<file path="src/rtl/serial_pkg.sv">
// serial_pkg: shared constants and types for the serial-port transmit path.
//   SERIAL_DATA_1_ADDR  : CPU store address of the transmit data register
//   SERIAL_STATE_1_ADDR : CPU address of the serial state word
//   TX_READY_BIT        : bit of the state word carrying txReady
//   tx_state_t          : transmit FSM states
package serial_pkg;

    localparam logic [15:0] SERIAL_DATA_1_ADDR  = 16'hBF00;
    localparam logic [15:0] SERIAL_STATE_1_ADDR = 16'hBF01;
    localparam int unsigned TX_READY_BIT        = 0;

    typedef enum logic [2:0] {
        IDLE,
        REQ,
        SETUP,
        STROBE,
        HOLD,
        WAIT_TBRE,
        WAIT_TSRE
    } tx_state_t;

endpackage

</file>
<file path="src/rtl/serial_tx_fifo.sv">
// serial_tx_fifo: synchronous byte FIFO, DEPTH entries (power of 2, >= 2).
// Ports:
//   clk, rst       : clock, synchronous active-high reset
//   push_i, wdata_i: write request and byte; ignored while full
//   pop_i          : remove the head entry; ignored while empty
//   head_c_o       : current head byte (combinational read)
//   full_o, empty_o: registered status, consistent with count_o
//   count_o        : number of stored entries
module serial_tx_fifo #(
    parameter int unsigned DEPTH = 4
) (
    input  logic                   clk,
    input  logic                   rst,
    input  logic                   push_i,
    input  logic [7:0]             wdata_i,
    input  logic                   pop_i,
    output logic [7:0]             head_c_o,
    output logic                   full_o,
    output logic                   empty_o,
    output logic [$clog2(DEPTH):0] count_o
);

    localparam int unsigned PW = $clog2(DEPTH);
    localparam int unsigned CW = PW + 1;

    logic [7:0]    mem_q [DEPTH];
    logic [PW-1:0] wr_ptr_q;
    logic [PW-1:0] rd_ptr_q;
    logic [CW-1:0] count_q;
    logic [CW-1:0] count_d;
    logic          full_q;
    logic          empty_q;
    logic          do_push;
    logic          do_pop;

    // Accept/pop decisions use the pre-clock status.
    assign do_push = push_i && !full_q;
    assign do_pop  = pop_i && !empty_q;

    // Occupancy next state.
    always_comb begin
        count_d = count_q;
        case ({do_push, do_pop})
            2'b10:   count_d = count_q + CW'(1);
            2'b01:   count_d = count_q - CW'(1);
            default: count_d = count_q;
        endcase
    end

    // Pointers and status; pointers wrap naturally since DEPTH is a power of 2.
    always_ff @(posedge clk) begin
        if (rst) begin
            wr_ptr_q <= '0;
            rd_ptr_q <= '0;
            count_q  <= '0;
            full_q   <= 1'b0;
            empty_q  <= 1'b1;
        end else begin
            if (do_push) wr_ptr_q <= wr_ptr_q + PW'(1);
            if (do_pop)  rd_ptr_q <= rd_ptr_q + PW'(1);
            count_q <= count_d;
            full_q  <= (count_d == CW'(DEPTH));
            empty_q <= (count_d == '0);
        end
    end

    // Storage needs no reset; validity is tracked by the pointers.
    always_ff @(posedge clk) begin
        if (do_push) mem_q[wr_ptr_q] <= wdata_i;
    end

    assign head_c_o = mem_q[rd_ptr_q];
    assign full_o   = full_q;
    assign empty_o  = empty_q;
    assign count_o  = count_q;

endmodule

</file>
<file path="src/rtl/serial_tx_writer.sv">
// serial_tx_writer: queues CPU stores to the serial data address and drains
// them to the CPLD UART over the shared RAM1 data bus.
// Ports:
//   clk, rst                    : clock, synchronous active-high reset
//   memWrite, writeAddr,
//   writeData                   : CPU store; low byte of stores to BF00 is queued
//   txReady                     : FIFO not full (state word bit 0)
//   overflow, timeout           : sticky error flags
//   busReq, busGrant            : RAM1 bus arbitration
//   tbre, tsre                  : asynchronous UART handshake inputs
//   ram1DataOut, ram1DataDrive  : byte and tristate enable for the RAM1 bus
//   wrn                         : active-low UART write strobe
//   ram1En, ram1Oe, ram1We      : RAM1 controls, held inactive (high)
//   txCount, dropCount          : only with SERIAL_TX_STATS_EN defined
// Optional: define SERIAL_TX_STATS_EN to add the send/drop statistics counters.
module serial_tx_writer
    import serial_pkg::*;
#(
    parameter int unsigned FIFO_DEPTH     = 4,
    parameter int unsigned WR_LOW_CYCLES  = 2,
    parameter int unsigned TIMEOUT_CYCLES = 65535
) (
    input  logic        clk,
    input  logic        rst,
    input  logic        memWrite,
    input  logic [15:0] writeAddr,
    input  logic [15:0] writeData,
    output logic        txReady,
    output logic        overflow,
    output logic        timeout,
    output logic        busReq,
    input  logic        busGrant,
    input  logic        tbre,
    input  logic        tsre,
    output logic [7:0]  ram1DataOut,
    output logic        ram1DataDrive,
    output logic        wrn,
    output logic        ram1En,
    output logic        ram1Oe,
    output logic        ram1We
`ifdef SERIAL_TX_STATS_EN
    ,
    output logic [15:0] txCount,
    output logic [15:0] dropCount
`endif
);

    localparam int unsigned CW  = $clog2(FIFO_DEPTH) + 1;
    localparam int unsigned SCW = (WR_LOW_CYCLES > 1) ? $clog2(WR_LOW_CYCLES) : 1;
    localparam int unsigned TW  = $clog2(TIMEOUT_CYCLES + 1);

    tx_state_t      state_q, state_d;
    logic [7:0]     byte_q, byte_d;
    logic           drive_q, drive_d;
    logic           wrn_q, wrn_d;
    logic           busreq_q, busreq_d;
    logic [SCW-1:0] strobe_cnt_q, strobe_cnt_d;
    logic [TW-1:0]  timer_q, timer_d;
    logic           timeout_q, timeout_d;
    logic           overflow_q;
    logic           txready_q;
    logic           tbre_meta_q, tbre_sync_q;
    logic           tsre_meta_q, tsre_sync_q;
    logic           pop_c;
    logic           tx_done_c;
    logic           store_hit_c;
    logic           drop_c;
    logic [7:0]     fifo_head;
    logic           fifo_full;
    logic           fifo_empty;
    logic [CW-1:0]  fifo_count;
    logic           unused_wdata_hi;

    assign store_hit_c     = memWrite && (writeAddr == SERIAL_DATA_1_ADDR);
    assign drop_c          = store_hit_c && fifo_full;
    assign unused_wdata_hi = ^writeData[15:8];

    serial_tx_fifo #(
        .DEPTH (FIFO_DEPTH)
    ) u_fifo (
        .clk      (clk),
        .rst      (rst),
        .push_i   (store_hit_c),
        .wdata_i  (writeData[7:0]),
        .pop_i    (pop_c),
        .head_c_o (fifo_head),
        .full_o   (fifo_full),
        .empty_o  (fifo_empty),
        .count_o  (fifo_count)
    );

    // Two-flop synchronisers for the asynchronous UART status lines.
    always_ff @(posedge clk) begin
        if (rst) begin
            tbre_meta_q <= 1'b0;
            tbre_sync_q <= 1'b0;
            tsre_meta_q <= 1'b0;
            tsre_sync_q <= 1'b0;
        end else begin
            tbre_meta_q <= tbre;
            tbre_sync_q <= tbre_meta_q;
            tsre_meta_q <= tsre;
            tsre_sync_q <= tsre_meta_q;
        end
    end

    // Transmit FSM next state and registered outputs.
    always_comb begin
        state_d      = state_q;
        byte_d       = byte_q;
        drive_d      = drive_q;
        wrn_d        = wrn_q;
        busreq_d     = busreq_q;
        strobe_cnt_d = strobe_cnt_q;
        timer_d      = timer_q;
        timeout_d    = timeout_q;
        pop_c        = 1'b0;
        tx_done_c    = 1'b0;
        case (state_q)
            IDLE: begin
                if (!fifo_empty) begin
                    busreq_d = 1'b1;
                    state_d  = REQ;
                end
            end
            REQ: begin
                if (busGrant) begin
                    pop_c   = 1'b1;
                    byte_d  = fifo_head;
                    drive_d = 1'b1;
                    state_d = SETUP;
                end
            end
            SETUP: begin
                wrn_d        = 1'b0;
                strobe_cnt_d = '0;
                state_d      = STROBE;
            end
            STROBE: begin
                if (strobe_cnt_q == SCW'(WR_LOW_CYCLES - 1)) begin
                    wrn_d   = 1'b1;
                    state_d = HOLD;
                end else begin
                    strobe_cnt_d = strobe_cnt_q + SCW'(1);
                end
            end
            HOLD: begin
                // Release the bus so the reader can use it while the UART shifts.
                drive_d  = 1'b0;
                busreq_d = 1'b0;
                timer_d  = '0;
                state_d  = WAIT_TBRE;
            end
            WAIT_TBRE: begin
                timer_d = timer_q + TW'(1);
                if (tbre_sync_q) begin
                    state_d = WAIT_TSRE;
                end else if (timer_q >= TW'(TIMEOUT_CYCLES - 1)) begin
                    timeout_d = 1'b1;
                    state_d   = IDLE;
                end
            end
            WAIT_TSRE: begin
                timer_d = timer_q + TW'(1);
                if (tsre_sync_q) begin
                    tx_done_c = 1'b1;
                    state_d   = IDLE;
                end else if (timer_q >= TW'(TIMEOUT_CYCLES - 1)) begin
                    timeout_d = 1'b1;
                    state_d   = IDLE;
                end
            end
            default: state_d = IDLE;
        endcase
    end

    // FSM state and output registers, plus status flags.
    always_ff @(posedge clk) begin
        if (rst) begin
            state_q      <= IDLE;
            byte_q       <= 8'h00;
            drive_q      <= 1'b0;
            wrn_q        <= 1'b1;
            busreq_q     <= 1'b0;
            strobe_cnt_q <= '0;
            timer_q      <= '0;
            timeout_q    <= 1'b0;
            overflow_q   <= 1'b0;
            txready_q    <= 1'b1;
        end else begin
            state_q      <= state_d;
            byte_q       <= byte_d;
            drive_q      <= drive_d;
            wrn_q        <= wrn_d;
            busreq_q     <= busreq_d;
            strobe_cnt_q <= strobe_cnt_d;
            timer_q      <= timer_d;
            timeout_q    <= timeout_d;
            overflow_q   <= overflow_q | drop_c;
            txready_q    <= (fifo_count != CW'(FIFO_DEPTH));
        end
    end

`ifdef SERIAL_TX_STATS_EN
    logic [15:0] tx_count_q;
    logic [15:0] drop_count_q;

    // Statistics counters; wrap naturally at 16 bits.
    always_ff @(posedge clk) begin
        if (rst) begin
            tx_count_q   <= 16'h0000;
            drop_count_q <= 16'h0000;
        end else begin
            if (tx_done_c) tx_count_q   <= tx_count_q + 16'(1);
            if (drop_c)    drop_count_q <= drop_count_q + 16'(1);
        end
    end

    assign txCount   = tx_count_q;
    assign dropCount = drop_count_q;
`endif

    assign txReady       = txready_q;
    assign overflow      = overflow_q;
    assign timeout       = timeout_q;
    assign busReq        = busreq_q;
    assign ram1DataOut   = byte_q;
    assign ram1DataDrive = drive_q;
    assign wrn           = wrn_q;
    assign ram1En        = 1'b1;
    assign ram1Oe        = 1'b1;
    assign ram1We        = 1'b1;

endmodule

</file>
<file path="config.mk">
export PLATFORM = sky130hd
export DESIGN_NAME = serial_tx_writer
export DESIGN_NICKNAME = d
export VERILOG_FILES = /design/src/rtl/serial_pkg.sv /design/src/rtl/serial_tx_fifo.sv /design/src/rtl/serial_tx_writer.sv
export SDC_FILE = /design/constraint.sdc
export NUM_CORES = 1
export LEC_CHECK = 0
export CAP_MARGIN = 10
export CORE_UTILIZATION = 40
export CTS_CLUSTER_DIAMETER = 120
export DETAILED_ROUTE_END_ITERATION = 16
export GPL_ROUTABILITY_DRIVEN = 0
export GPL_TIMING_DRIVEN = 0
export PLACE_DENSITY = 0.74
export SKIP_LAST_GASP = 1
export SYNTH_ARGS = -nofsm -noshare
export SYNTH_HDL_FRONTEND = slang
export SYNTH_SLANG_ARGS = --single-unit
</file>
<file path="constraint.sdc">
create_clock -name clk -period 2.68 [get_ports clk]
set_input_delay 0.67 -clock clk [delete_from_list [all_inputs] [get_ports clk]]
set_output_delay 0.67 -clock clk [all_outputs]
set_load 0.02 [all_outputs]
</file>
==> metrics.txt <==
post-detailed-route wirelength per cell=14.8 um; Hold Crit Depth=1; mean instance size in the synthesized netlist=approximately 11 um^2; number of placed I/O pins=55; antenna violations before repair=0; instance count after placement with tap cells included=around 470; Reg area=1900 um^2; critical path arrival=~2.9 ns; Post-synth top flop=sky130_fd_sc_hd__dfxtp_1; Lkg Pwr=approximately 1.5 nW; transition time at the pin with the least slew margin=between 0.6 and 0.7 ns; area occupied by multi-input gates=roughly 1500 um^2; overall power of the completed layout=about 2.5 mW; Final Max Slew Viols=0; R2R depth=11; area added between synthesis and finish=28.0%; die span in x=between 90 and 100 um; number of diodes=0; top-area cell type share of the netlist area=between 20% and 30%; largest net degree at the start of global routing=16; result of the run=complete, no violations; buffer type at the clock tree root=sky130_fd_sc_hd__clkbuf_8; Syn Std Cell Area=3480 um^2; Layout fillers=about 700; Post-Layout Cell Count=498; maximum vdd drop=between 0.4 and 0.5 mV; fin worst setup slack=~0.092 ns; classification of the worst-slack hold path=register to register; most area-consuming cells after synthesis=sky130_fd_sc_hd__edfxtp_1 (28%), sky130_fd_sc_hd__dfxtp_1 (27%), sky130_fd_sc_hd__mux4_2 (5.2%); cell count after synthesis=roughly 320; H-tree Lvls=3; count of different cell masters after synthesis=54; post-detail-place hpwl=roughly 4.9 mm; ranking of synthesized cells by instance count=sky130_fd_sc_hd__dfxtp_1 (47), sky130_fd_sc_hd__edfxtp_1 (32), sky130_fd_sc_hd__a21oi_1 (27), sky130_fd_sc_hd__nand2_1 (24), sky130_fd_sc_hd__nor2_1 (24); initial drt markers=~180; post-synthesis async set-or-reset flop share=0%; detailed-route wire length=7.35 mm; share of post-route cells with drive strength above 1=a little under a fifth; Req. time, crit path=slightly below 3 ns; Final Net Count=between 400 and 500; Yosys warning total=0; via count of the first global-routing pass=around 2500; normalized max-slew margin=54.6%; Core Footprint=8300 um^2; final-layout setup total negative slack=0 ns; GRT Util Overall=around 17%; ANT nets after route=0; Max clock buf depth=2; power density relative to cell area=562 nW/um^2; number of iterations in the first detailed-routing pass=4; CTS tree=yes; clock buffer count from CTS=9; reported max-cap violation count=0; later-pin clock latency in the skew report=between 0.3 and 0.4 ns; total of hold buffers inserted after clock tree synthesis=0; total number of vias=between 2000 and 3000; maximum fanout along the worst path=3; number of vias per cell after detailed routing=roughly 5.3; worst setup path class=input port to register; worst clock skew on the final layout=a little over 0.009 ns; count leader, synth=sky130_fd_sc_hd__dfxtp_1; type of origin of the critical path=input port; first-pass GRT wire length=around 12 mm; cell type with the highest aggregate area in the netlist=sky130_fd_sc_hd__edfxtp_1; Overflow after GRT=0; share of the yosys chip area belonging to registers=between 50% and 60%; crit path time final=2.59 ns; placement row count=33; final setup fails=0; clock slew at reported path FFs=roughly 0.08 ns; area of the die=roughly 9100 um^2; crit share post-route=~97%; highest achievable clock rate=~0.39 GHz; Clock Sink Count=between 70 and 80; effective utilization at floorplan=around two fifths; number of enable flip-flop cells after synthesis=32; count of input and output buffers=42; DRC violation count after routing=0; Die Ht=95.3 um; Place WS=-0.756 ns; Synth Register Bits=between 70 and 80; category of the worst setup path capture point=register; number of endpoints with negative hold slack in the final report=0
## per-stage QoR
step	area (um^2)	hold WS, ns	util [%]
2_1_floorplan	3500	0.373	-
3_3_place_gp	4050	0.398	48.8
3_5_place_dp	4050	0.403	48.8
4_1_cts	4380	0.421	52.7
5_1_grt	4450	0.440	53.7
6_report	4450	0.420	53.7
## cell families after synthesis
group / count (synthesis) / share of synthesized area, %
adders and majority gates: 8 / 3.09
and+or+nand+nor: 117 / 18.7
buffers and inverters: 32 / 4.35
xor gates and xnor gates: 6 / 1.51
muxes: 11 / 6.08
other: 1 / 0.108
AOI/OAI and AO/OA: 64 / 11.5
DFF: 79 / 54.7
## critical path: stages
cell,delay (ns)
sky130_fd_sc_hd__dlygate4sd2_1,0.25
sky130_fd_sc_hd__nand4bb_4,0.12
sky130_fd_sc_hd__or3_4,0.42
sky130_fd_sc_hd__nor3_4,0.20
sky130_fd_sc_hd__inv_2,0.07
sky130_fd_sc_hd__ha_4,0.16
sky130_fd_sc_hd__inv_2,0.05
sky130_fd_sc_hd__fa_2,0.18
sky130_fd_sc_hd__xor2_1,0.07
sky130_fd_sc_hd__or3_1,0.33
sky130_fd_sc_hd__a21oi_2,0.20
sky130_fd_sc_hd__nor2b_2,0.17
## sequential cells by signal (all words and copies together) (netlist names), 2 cells and up
register         count
u_fifo.wr_ptr_q      2
ram1DataOut          8
state_q              3
u_fifo.mem_q        32
timer_q             16
u_fifo.count_o       3
u_fifo.rd_ptr_q      2
## path summary, 6_finish.rpt
| check | endpoint | from | slack, ns |
|---|---|---|---|
| min reg2reg | txReady | u_fifo.count_o[2] | 0.42 |
| max | u_fifo.full_o | writeAddr[15] | 0.09 |
| max reg2reg | u_fifo.full_o | state_q[0] | 0.21 |
| min | txReady | u_fifo.count_o[2] | 0.42 |
## report_power, final
group | total, mW | switching [mW] | internal [mW]
sequential | 1.28 | 0.0136 | 1.26
clock | 1.00 | 0.465 | 0.536
combinational | 0.227 | 0.122 | 0.104
## final cells by class
class	instances	area share, %
Tap cell	105	2.95
Sequential cell	79	42.7
Clock buffer	9	2.78
Buffer	20	2.61
Clock inverter	7	2.30
Multi-Input combinational cell	209	34.2
Inverter	12	1.01
Timing Repair Buffer	57	11.5
## cell usage in the layout (no fill, tap or decap), drive strengths merged, types with 3 or more instances in the layout
| cell | n |
|---|---|
| nor3b | 3 |
| nor2 | 24 |
| nand4 | 10 |
| xor2 | 3 |
| and2 | 5 |
| buf | 27 |
| ha | 7 |
| nand4bb | 4 |
| inv | 15 |
| nor4 | 4 |
| edfxtp | 32 |
| or3 | 6 |
| xnor2 | 3 |
| a31oi | 6 |
| nand2 | 24 |
| clkdlybuf4s15 | 3 |
| dfxtp | 47 |
| o21ai | 13 |
| mux4 | 8 |
| nor2b | 8 |
| o31ai | 3 |
| nand3 | 7 |
| dlygate4sd2 | 10 |
| nor3 | 8 |
| clkdlybuf4s50 | 24 |
| clkbuf | 20 |
| conb | 3 |
| a21oi | 27 |
## what timing repair did
| action | in CTS | in global routing |
|---|---|---|
| pin swaps | 11 | 9 |
| cloned | 0 | 0 |
| setup endpoints to repair | 4 | 3 |
| hold endpoints to repair | 0 | 0 |
| gates resized for setup | 31 | 13 |
| buffers inserted | 12 | 3 |
## per-layer routing
layer  up-vias  routed length [um]  share of wire [%]  GRT usage [%]
li1       1302                   -                  -              -
met5         -                   0                  0              0
met4         0                 105                1.4           6.31
met3        10                 310                4.2           4.23
met2        83                3770                 51           29.0
met1      1267                3170                 43           21.8
Note: power is estimated with default switching activity, not from simulation.
